**src/rtl/writeback_stage_pkg.sv**
```systemverilog
// Shared definitions for the writeback stage: load format encodings and
// default pipeline geometry.
package writeback_stage_pkg;

    localparam int DEF_LANES = 2;
    localparam int DEF_WIDTH = 32;
    localparam int DEF_RAW   = 5;

    typedef enum logic [2:0] {
        LD_W  = 3'b000,
        LD_B  = 3'b001,
        LD_BU = 3'b010,
        LD_H  = 3'b011,
        LD_HU = 3'b100
    } load_type_e;

endpackage

```
**src/rtl/writeback_stage_load_extract.sv**
```systemverilog
// Per-lane load data extraction: selects the addressed byte/halfword of a raw
// little-endian memory word and sign- or zero-extends it to WIDTH bits.
module load_extract
    import writeback_stage_pkg::*;
#(
    parameter int WIDTH = DEF_WIDTH
) (
    input  logic [2:0]       loadtype,
    input  logic [1:0]       byteoff,
    input  logic [WIDTH-1:0] word,
    output logic [WIDTH-1:0] data
);

    logic [31:0] low32;
    logic [7:0]  byte_sel;
    logic [15:0] half_sel;

    // A 16-bit datapath is zero-padded so byte offsets 2 and 3 stay addressable.
    if (WIDTH >= 32) begin : g_wide
        assign low32 = word[31:0];
    end else begin : g_narrow
        assign low32 = 32'(word);
    end

    always_comb begin
        case (byteoff)
            2'd0:    byte_sel = low32[7:0];
            2'd1:    byte_sel = low32[15:8];
            2'd2:    byte_sel = low32[23:16];
            default: byte_sel = low32[31:24];
        endcase
        half_sel = byteoff[1] ? low32[31:16] : low32[15:0];

        case (loadtype)
            LD_B:    data = WIDTH'($signed(byte_sel));
            LD_BU:   data = WIDTH'(byte_sel);
            LD_H:    data = WIDTH'($signed(half_sel));
            LD_HU:   data = WIDTH'(half_sel);
            default: data = word;
        endcase
    end

endmodule

```
**src/rtl/writeback_stage.sv**
```systemverilog
// MEM/WB pipeline register with per-lane load extraction, same-destination
// write suppression across lanes, and a running count of retired lanes.
module writeback_stage
    import writeback_stage_pkg::*;
#(
    parameter int LANES = DEF_LANES,
    parameter int WIDTH = DEF_WIDTH,
    parameter int RAW   = DEF_RAW
) (
    input  logic                   clk,
    input  logic                   reset,
    input  logic                   stall,
    input  logic                   flush,
    input  logic [LANES-1:0]       valid_m,
    input  logic [LANES-1:0]       regwrite_m,
    input  logic [LANES-1:0]       memtoreg_m,
    input  logic [3*LANES-1:0]     loadtype_m,
    input  logic [2*LANES-1:0]     byteoff_m,
    input  logic [WIDTH*LANES-1:0] aluout_m,
    input  logic [WIDTH*LANES-1:0] readdata_m,
    input  logic [RAW*LANES-1:0]   writereg_m,
    output logic [LANES-1:0]       valid_w,
    output logic [LANES-1:0]       regwrite_w,
    output logic [RAW*LANES-1:0]   writereg_w,
    output logic [WIDTH*LANES-1:0] result_w,
    output logic [31:0]            retire_count
);

    logic [LANES-1:0]       valid_r;
    logic [LANES-1:0]       regwrite_r;
    logic [LANES-1:0]       memtoreg_r;
    logic [3*LANES-1:0]     loadtype_r;
    logic [2*LANES-1:0]     byteoff_r;
    logic [WIDTH*LANES-1:0] aluout_r;
    logic [WIDTH*LANES-1:0] readdata_r;
    logic [RAW*LANES-1:0]   writereg_r;
    logic [WIDTH*LANES-1:0] load_data;
    logic [LANES-1:0]       qualified;
    logic [31:0]            retired;

    // Counting uses the bundle currently in the register, so a stalled bundle
    // is counted exactly once, on the edge where it moves on.
    always_ff @(posedge clk or posedge reset) begin
        if (reset) begin
            valid_r      <= '0;
            regwrite_r   <= '0;
            memtoreg_r   <= '0;
            loadtype_r   <= '0;
            byteoff_r    <= '0;
            aluout_r     <= '0;
            readdata_r   <= '0;
            writereg_r   <= '0;
            retire_count <= '0;
        end else begin
            if (!stall) begin
                retire_count <= retire_count + retired;
            end
            if (flush) begin
                valid_r <= '0;
            end else if (!stall) begin
                valid_r    <= valid_m;
                regwrite_r <= regwrite_m;
                memtoreg_r <= memtoreg_m;
                loadtype_r <= loadtype_m;
                byteoff_r  <= byteoff_m;
                aluout_r   <= aluout_m;
                readdata_r <= readdata_m;
                writereg_r <= writereg_m;
            end
        end
    end

    for (genvar g = 0; g < LANES; g++) begin : g_lane
        load_extract #(.WIDTH(WIDTH)) u_extract (
            .loadtype (loadtype_r[3*g +: 3]),
            .byteoff  (byteoff_r[2*g +: 2]),
            .word     (readdata_r[WIDTH*g +: WIDTH]),
            .data     (load_data[WIDTH*g +: WIDTH])
        );
        assign result_w[WIDTH*g +: WIDTH] = memtoreg_r[g] ? load_data[WIDTH*g +: WIDTH]
                                                          : aluout_r[WIDTH*g +: WIDTH];
    end

    assign valid_w    = valid_r;
    assign writereg_w = writereg_r;

    // A lane loses its write when any later lane writes the same register.
    always_comb begin
        qualified = '0;
        for (int unsigned i = 0; i < LANES; i++) begin
            qualified[i] = valid_r[i] & regwrite_r[i] & (writereg_r[i*RAW +: RAW] != '0);
        end
        regwrite_w = qualified;
        for (int unsigned i = 0; i < LANES; i++) begin
            for (int unsigned j = i + 1; j < LANES; j++) begin
                if (qualified[j] && (writereg_r[j*RAW +: RAW] == writereg_r[i*RAW +: RAW])) begin
                    regwrite_w[i] = 1'b0;
                end
            end
        end
    end

    always_comb begin
        retired = '0;
        for (int unsigned i = 0; i < LANES; i++) begin
            retired = retired + 32'(valid_r[i]);
        end
    end

endmodule

```
**config.mk**
```make
export PLATFORM = sky130hd
export DESIGN_NAME = writeback_stage
export DESIGN_NICKNAME = d
export VERILOG_FILES = /design/src/rtl/writeback_stage_pkg.sv /design/src/rtl/writeback_stage_load_extract.sv /design/src/rtl/writeback_stage.sv
export SDC_FILE = /design/constraint.sdc
export NUM_CORES = 1
export LEC_CHECK = 0
export CAP_MARGIN = 0
export CELL_PAD_IN_SITES_DETAIL_PLACEMENT = 1
export CELL_PAD_IN_SITES_GLOBAL_PLACEMENT = 1
export CORE_ASPECT_RATIO = 0.7
export CORE_MARGIN = 2
export CORE_UTILIZATION = 38
export CTS_CLUSTER_SIZE = 25
export DETAILED_ROUTE_END_ITERATION = 7
export PLACE_DENSITY_LB_ADDON = 0.15
export SLEW_MARGIN = 20
export SYNTH_ARGS = -nofsm -noshare
export SYNTH_HDL_FRONTEND = slang
export SYNTH_SLANG_ARGS = --single-unit
```
**constraint.sdc**
```tcl
create_clock -name clk -period 7.4 [get_ports clk]
set_input_delay 0.74 -clock clk [delete_from_list [all_inputs] [get_ports clk]]
set_output_delay 0.74 -clock clk [all_outputs]
set_load 0.01 [all_outputs]
```
* After elaboration in Yosys (flattened, before gate mapping)
Index checks and enable logic that the tools add are counted.
W data, S select, Z words.
** Storage, ports and cells
- Register bits :: 186
- Word-level logic and storage cells :: 48
- Bits of input ports :: 158
- Output and inout port bits :: 110
** Cells by class
- Multiplexer cells :: 11
- Equal/unequal tests :: 14
- Bitwise gates (word level) :: 6
- Reduce and logical (&&, ||, !) cells :: 6
- Add/subtract/negate cells :: 2
** Operators by type and width (count)
- $pmux W32 S4 :: 2
- $mux W32 :: 2
- $pmux W8 S3 :: 2
- $add A32 B32 Y32 :: 1
- $mux W16 :: 2
- $eq A3 B2 Y1 const B :: 4
- $reduce_bool A5 Y1 :: 2
- $eq A3 B1 Y1 const B :: 2
- $eq A3 B3 Y1 const B :: 2
- $eq A5 B5 Y1 :: 1
- $and A1 B1 Y1 :: 4
- $eq A2 B1 Y1 const B :: 2
- $eq A2 B2 Y1 const B :: 2
- $logic_not A2 Y1 :: 2
- $mux W2 :: 2
- $add A1 B1 Y2 :: 1
- $ne A2 B1 Y1 const B :: 1
- $not A1 Y1 :: 2
- $reduce_and A2 Y1 :: 1
- $logic_and A1 B1 Y1 :: 1
- $mux W1 :: 1

* Depth between registers and ports, before layout
- Depth in word-level cells :: 4
- Gate-level depth with buffers :: 9
- Gate-level depth less buffers :: 9

* By module
Synthesis repeated with hierarchy kept, for this count alone.
** Unflattened totals
- Cells, all modules :: 910
- Area, all modules :: 10646.5 um2
** Modules (own cells, without submodules)
- writeback_stage :: times used 1, area each 8094.0 um2, sequential area each 4654.5 um2, cells each 546
- load_extract :: times used 2, area each 1276.2 um2, sequential area each 0.0 um2, cells each 182

* Least setup slack after synthesis
Ideal clock, no wire load.
- Path kind :: register to output
- From :: register byteoff_r[1]
- To :: output port result_w[21]
- Path buffers :: 3
- Arrival time :: 1819 ps
- Path slack :: 4841 ps
- Data required time :: 6660 ps
- Cell stages (with the launch flop) :: 9
- Path through :: dfrtp_1 -> buf_6 -> mux4_2 -> nor2_1 -> a21oi_1 -> and4b_1 -> buf_6 -> buf_6 -> a221o_1
** On the way
- Word-level cells in the longest chain between the ends :: 4
- Elaborated cells on any way between the ends :: 7
- Classes of those cells :: eq/ne (2); mux (4); reduce/logical (1)
** Ends and longest elaborated chain
- start: declaration :: line writeback_stage.sv:33 : logic [2*LANES-1:0] byteoff_r;
- start signal: assignment :: line writeback_stage.sv:65 : byteoff_r <= byteoff_m;
- $eq A2 B2 Y1, or another cell as far along :: line writeback_stage_load_extract.sv:26 : case (byteoff)
- $pmux W8 S3 :: line writeback_stage_load_extract.sv:26
- $pmux W32 S4 * :: line writeback_stage_load_extract.sv:34 : case (loadtype)
- $mux W32 * :: line writeback_stage.sv:80 : assign result_w[WIDTH*g +: WIDTH] = memtoreg_r[g] ? load_data[WIDTH*g +: WIDTH]
- end: declaration :: line writeback_stage.sv:25 : output logic [WIDTH*LANES-1:0] result_w,
Mark *: on every way between the ends. The rest lies on a longest branch, timed or not.

* Worst setup path in the final report
- From :: register byteoff_r[2]
- To :: output port result_w[56]
** On the way
- Word-level cells in the longest chain between the ends :: 4
- Elaborated cells on any way between the ends :: 6
- Classes of those cells :: eq/ne (2); mux (3); reduce/logical (1)
** Ends and longest elaborated chain (line)
- $eq A2 B2 Y1, or another cell as far along :: writeback_stage_load_extract.sv:26
- $pmux W8 S3 * :: writeback_stage_load_extract.sv:26
- $pmux W32 S4 * :: writeback_stage_load_extract.sv:34
- $mux W32 * :: writeback_stage.sv:80
Marks and branches as above.

==> impl_metrics.json <==
{
  "syn_nets": 883,
  "ys_types": 61,
  "grt_remaining_overflow": 0,
  "synth.top_cells.by_area": "dfrtp_1 (51%), mux2_2 (19%), mux4_2 (3.7%)",
  "cts_buffers": 17,
  "hp-start": "retire_count[31]",
  "die_area_um2": 25300,
  "holdBufCountCts": 0,
  "grt_start_max_net_pins": 158,
  "power_density_nw_per_um2": 247.9,
  "slowest_delay_ns": 0.80,
  "syn2layout_area_growth_pct": 38.15,
  "rsz0062_at_grt": "false",
  "ys.flop_type": "dfrtp_1",
  "postPlaceCellArea_um2": 12050,
  "status": "complete, no violations",
  "tightest_slew_ns": 0.9795,
  "die_w_um": 189.3,
  "final_area_um2": 12610,
  "vias": 7151,
  "coreArea_um2": 23640,
  "die_y_um": 133.7,
  "fin_setup_tns_ns": 0,
  "antenna_found_initial": 4,
  "cts_tree": "yes",
  "clk_pin_slew_ns": 0.07,
  "initial_utilization": 0.3862,
  "synth_top_area_frac": 0.5098,
  "gp_congestion": 0.8187,
  "period_share": 0.5660,
  "setup_ws_ns": 3.212,
  "r2r_setup_slack_ns": 4.73,
  "drt_first_pass_iters": 7,
  "synth_common_cells": "dfrtp_1 (186), mux2_2 (151), nor2_1 (41)",
  "timing.rr.end": "retire_count[28]",
  "required_ns": 6.66,
  "cellLeakagePower_uw": 0.005007,
  "fin_nets": 1127,
  "io_buffers": 267,
  "p_total_uw": 3126,
  "cts_resized": 0,
  "grt_pass1_vias": 7489,
  "crit_fanout": 16,
  "worstPathArrival_ns": 3.45,
  "post_cts_buffers": 0,
  "r2r_start": "valid_w[0]",
  "crit_path_end_kind": "output port",
  "yosys_warnings": 0,
  "fin_crit_ns": 4.188,
  "wl_per_cell_um": 21.90,
  "hold_violations": 0,
  "fmax_mhz": 238.8,
  "syn-instance-count": 721,
  "io-pin-count": 268,
  "whs_path_depth": 1,
  "dp_hpwl_um": 20110,
  "fin_util": 0.5336,
  "clock-sinks": 186,
  "start_kind": "register",
  "avgSynthCellArea_um2": 12.66,
  "path_class": "reg2out",
  "min_to": "retire_count[31]",
  "hp-class": "reg2reg",
  "ant_nets": 0,
  "maxCapViolations": 0,
  "row_count": 47,
  "skew_ns": 0.009097,
  "synthArstFlopShare": 1.000,
  "seq_area_frac_synth": 0.5098,
  "drtIter0Drc": 465,
  "cts_max_path_buffers": 2,
  "synth_area_leader_cell": "dfrtp_1",
  "drv_slew": 0,
  "r2r_cells": 8,
  "avgViaCountPerCell": 5.505,
  "worst_path_max_delay_cell": "nor4b_4",
  "pre_cts_ws_ns": 3.706,
  "cts-root-buf": "clkbuf_16",
  "grt_pass1_wl_um": 44790,
  "synth.ff_latch_count": 186,
  "worstPathCellList": "mux2_2 -> mux2i_1 -> o21ai_0 -> nor4b_4 -> a221o_1 -> clkdlybuf4s50_1",
  "drc_errors": 0,
  "synth_edf_count": 0,
  "htreeDepth": 4,
  "grt_use_total": 0.2303,
  "wirelength_um": 28450,
  "relSlewSlack": 0.3470,
  "yosysMostFrequentCell": "dfrtp_1",
  "layout-drive-gt1-share": 0.2188,
  "syn_area_um2": 9130,
  "worst_skew_pair.late_latency_ns": 0.44,
  "setup_viol": 0,
  "peakVddDrop_mv": 0.1609
}
[worst max path at each step]
stage / cells after the start / endpoint / slack, ns / from
floorplan: 1 / aluout_r[0] / 1.60 / reset
global placement: 5 / result_w[23] / 3.76 / memtoreg_r[0]
detailed placement: 5 / result_w[23] / 3.71 / memtoreg_r[0]
CTS: 5 / result_w[23] / 3.19 / memtoreg_r[0]
global route: 6 / result_w[57] / 2.96 / byteoff_r[2]
finish: 6 / result_w[56] / 3.21 / byteoff_r[2]
[critical path: cells and delay by family, from the launching register on]
kind / cells / cell delay [ns]
AO/OA/AOI/OAI: 2 / 0.46
buffers and inverters: 1 / 0.55
flip-flops: 1 / 0.74
multiplexers: 2 / 0.44
AND/OR/NAND/NOR: 1 / 0.80
[metrics by stage]
stage | cells | hold WS, ns
global placement | 1264 | 0.4564
finish | 1299 | 0.4773
CTS | 1296 | 0.4832
floorplan | 721 | 0.4806
detailed placement | 1264 | 0.4699
global route | 1297 | 0.4907
[cells in the final DEF, fill, tap and decap left out, types with 9 or more instances in the layout]
cell type and instances:
clkdlybuf4s50_1 267, dfrtp_1 186, mux2_2 151, nor2_1 39, a221o_1 33, nand2_1 29
xnor2_1 24, a21oi_1 22, nand3_1 20, o21ai_0 19, clkbuf_16 17, mux2i_1 15
a222oi_1 15, mux4_2 15, xor2_1 15, nor3_1 9
[power breakdown]
| part | total, uW | leakage (uW) | internal, uW | switching (uW) |
|---|---|---|---|---|
| Combinational | 910 | 0.00250 | 541 | 369 |
| Sequential | 1330 | 0.00224 | 1150 | 180 |
| Clock | 882 | 0.000266 | 467 | 415 |
| Total | 3130 | 0.00501 | 2160 | 964 |
[flip-flops by register name, indices dropped and copies added (netlist names)]
signal and cells:
aluout_r 64, valid_w 2, byteoff_r 4, regwrite_r 2, readdata_r 64, loadtype_r 6, retire_count 32, memtoreg_r 2
writereg_w 10
[cell families (layout without fill, tap and decap cells)]
| kind of cell | after synthesis | after routing | synth area share |
|---|---|---|---|
| adders and majority gates | 4 | 4 | 0.006304 |
| muxes | 182 | 182 | 0.2409 |
| other | 0 | 3 | 0 |
| xor gates and xnor gates | 39 | 39 | 0.03741 |
| and+or+nand+nor | 131 | 131 | 0.07332 |
| AOI/OAI and AO/OA | 120 | 120 | 0.1035 |
| buffers and inverters | 59 | 316 | 0.02878 |
| DFF | 186 | 186 | 0.5098 |
[metal layers]
metal	track usage	routed length, um
met1	0.3483	14040
met2	0.3260	12160
met4	0.05857	300
met5	0	27
met3	0.06006	1917
[final cells by class]
type / instances / area (um2)
Fill cell: 2435 / 11030
Sequential cell: 186 / 4654
Multi-Input combinational cell: 476 / 4223
Timing Repair Buffer: 273 / 2730
Clock buffer: 23 / 488.0
Tap cell: 318 / 397.9
Clock inverter: 9 / 63.81
Inverter: 11 / 48.80
Antenna cell: 3 / 7.507
No activity file was read; power rests on OpenSTA's default activity.
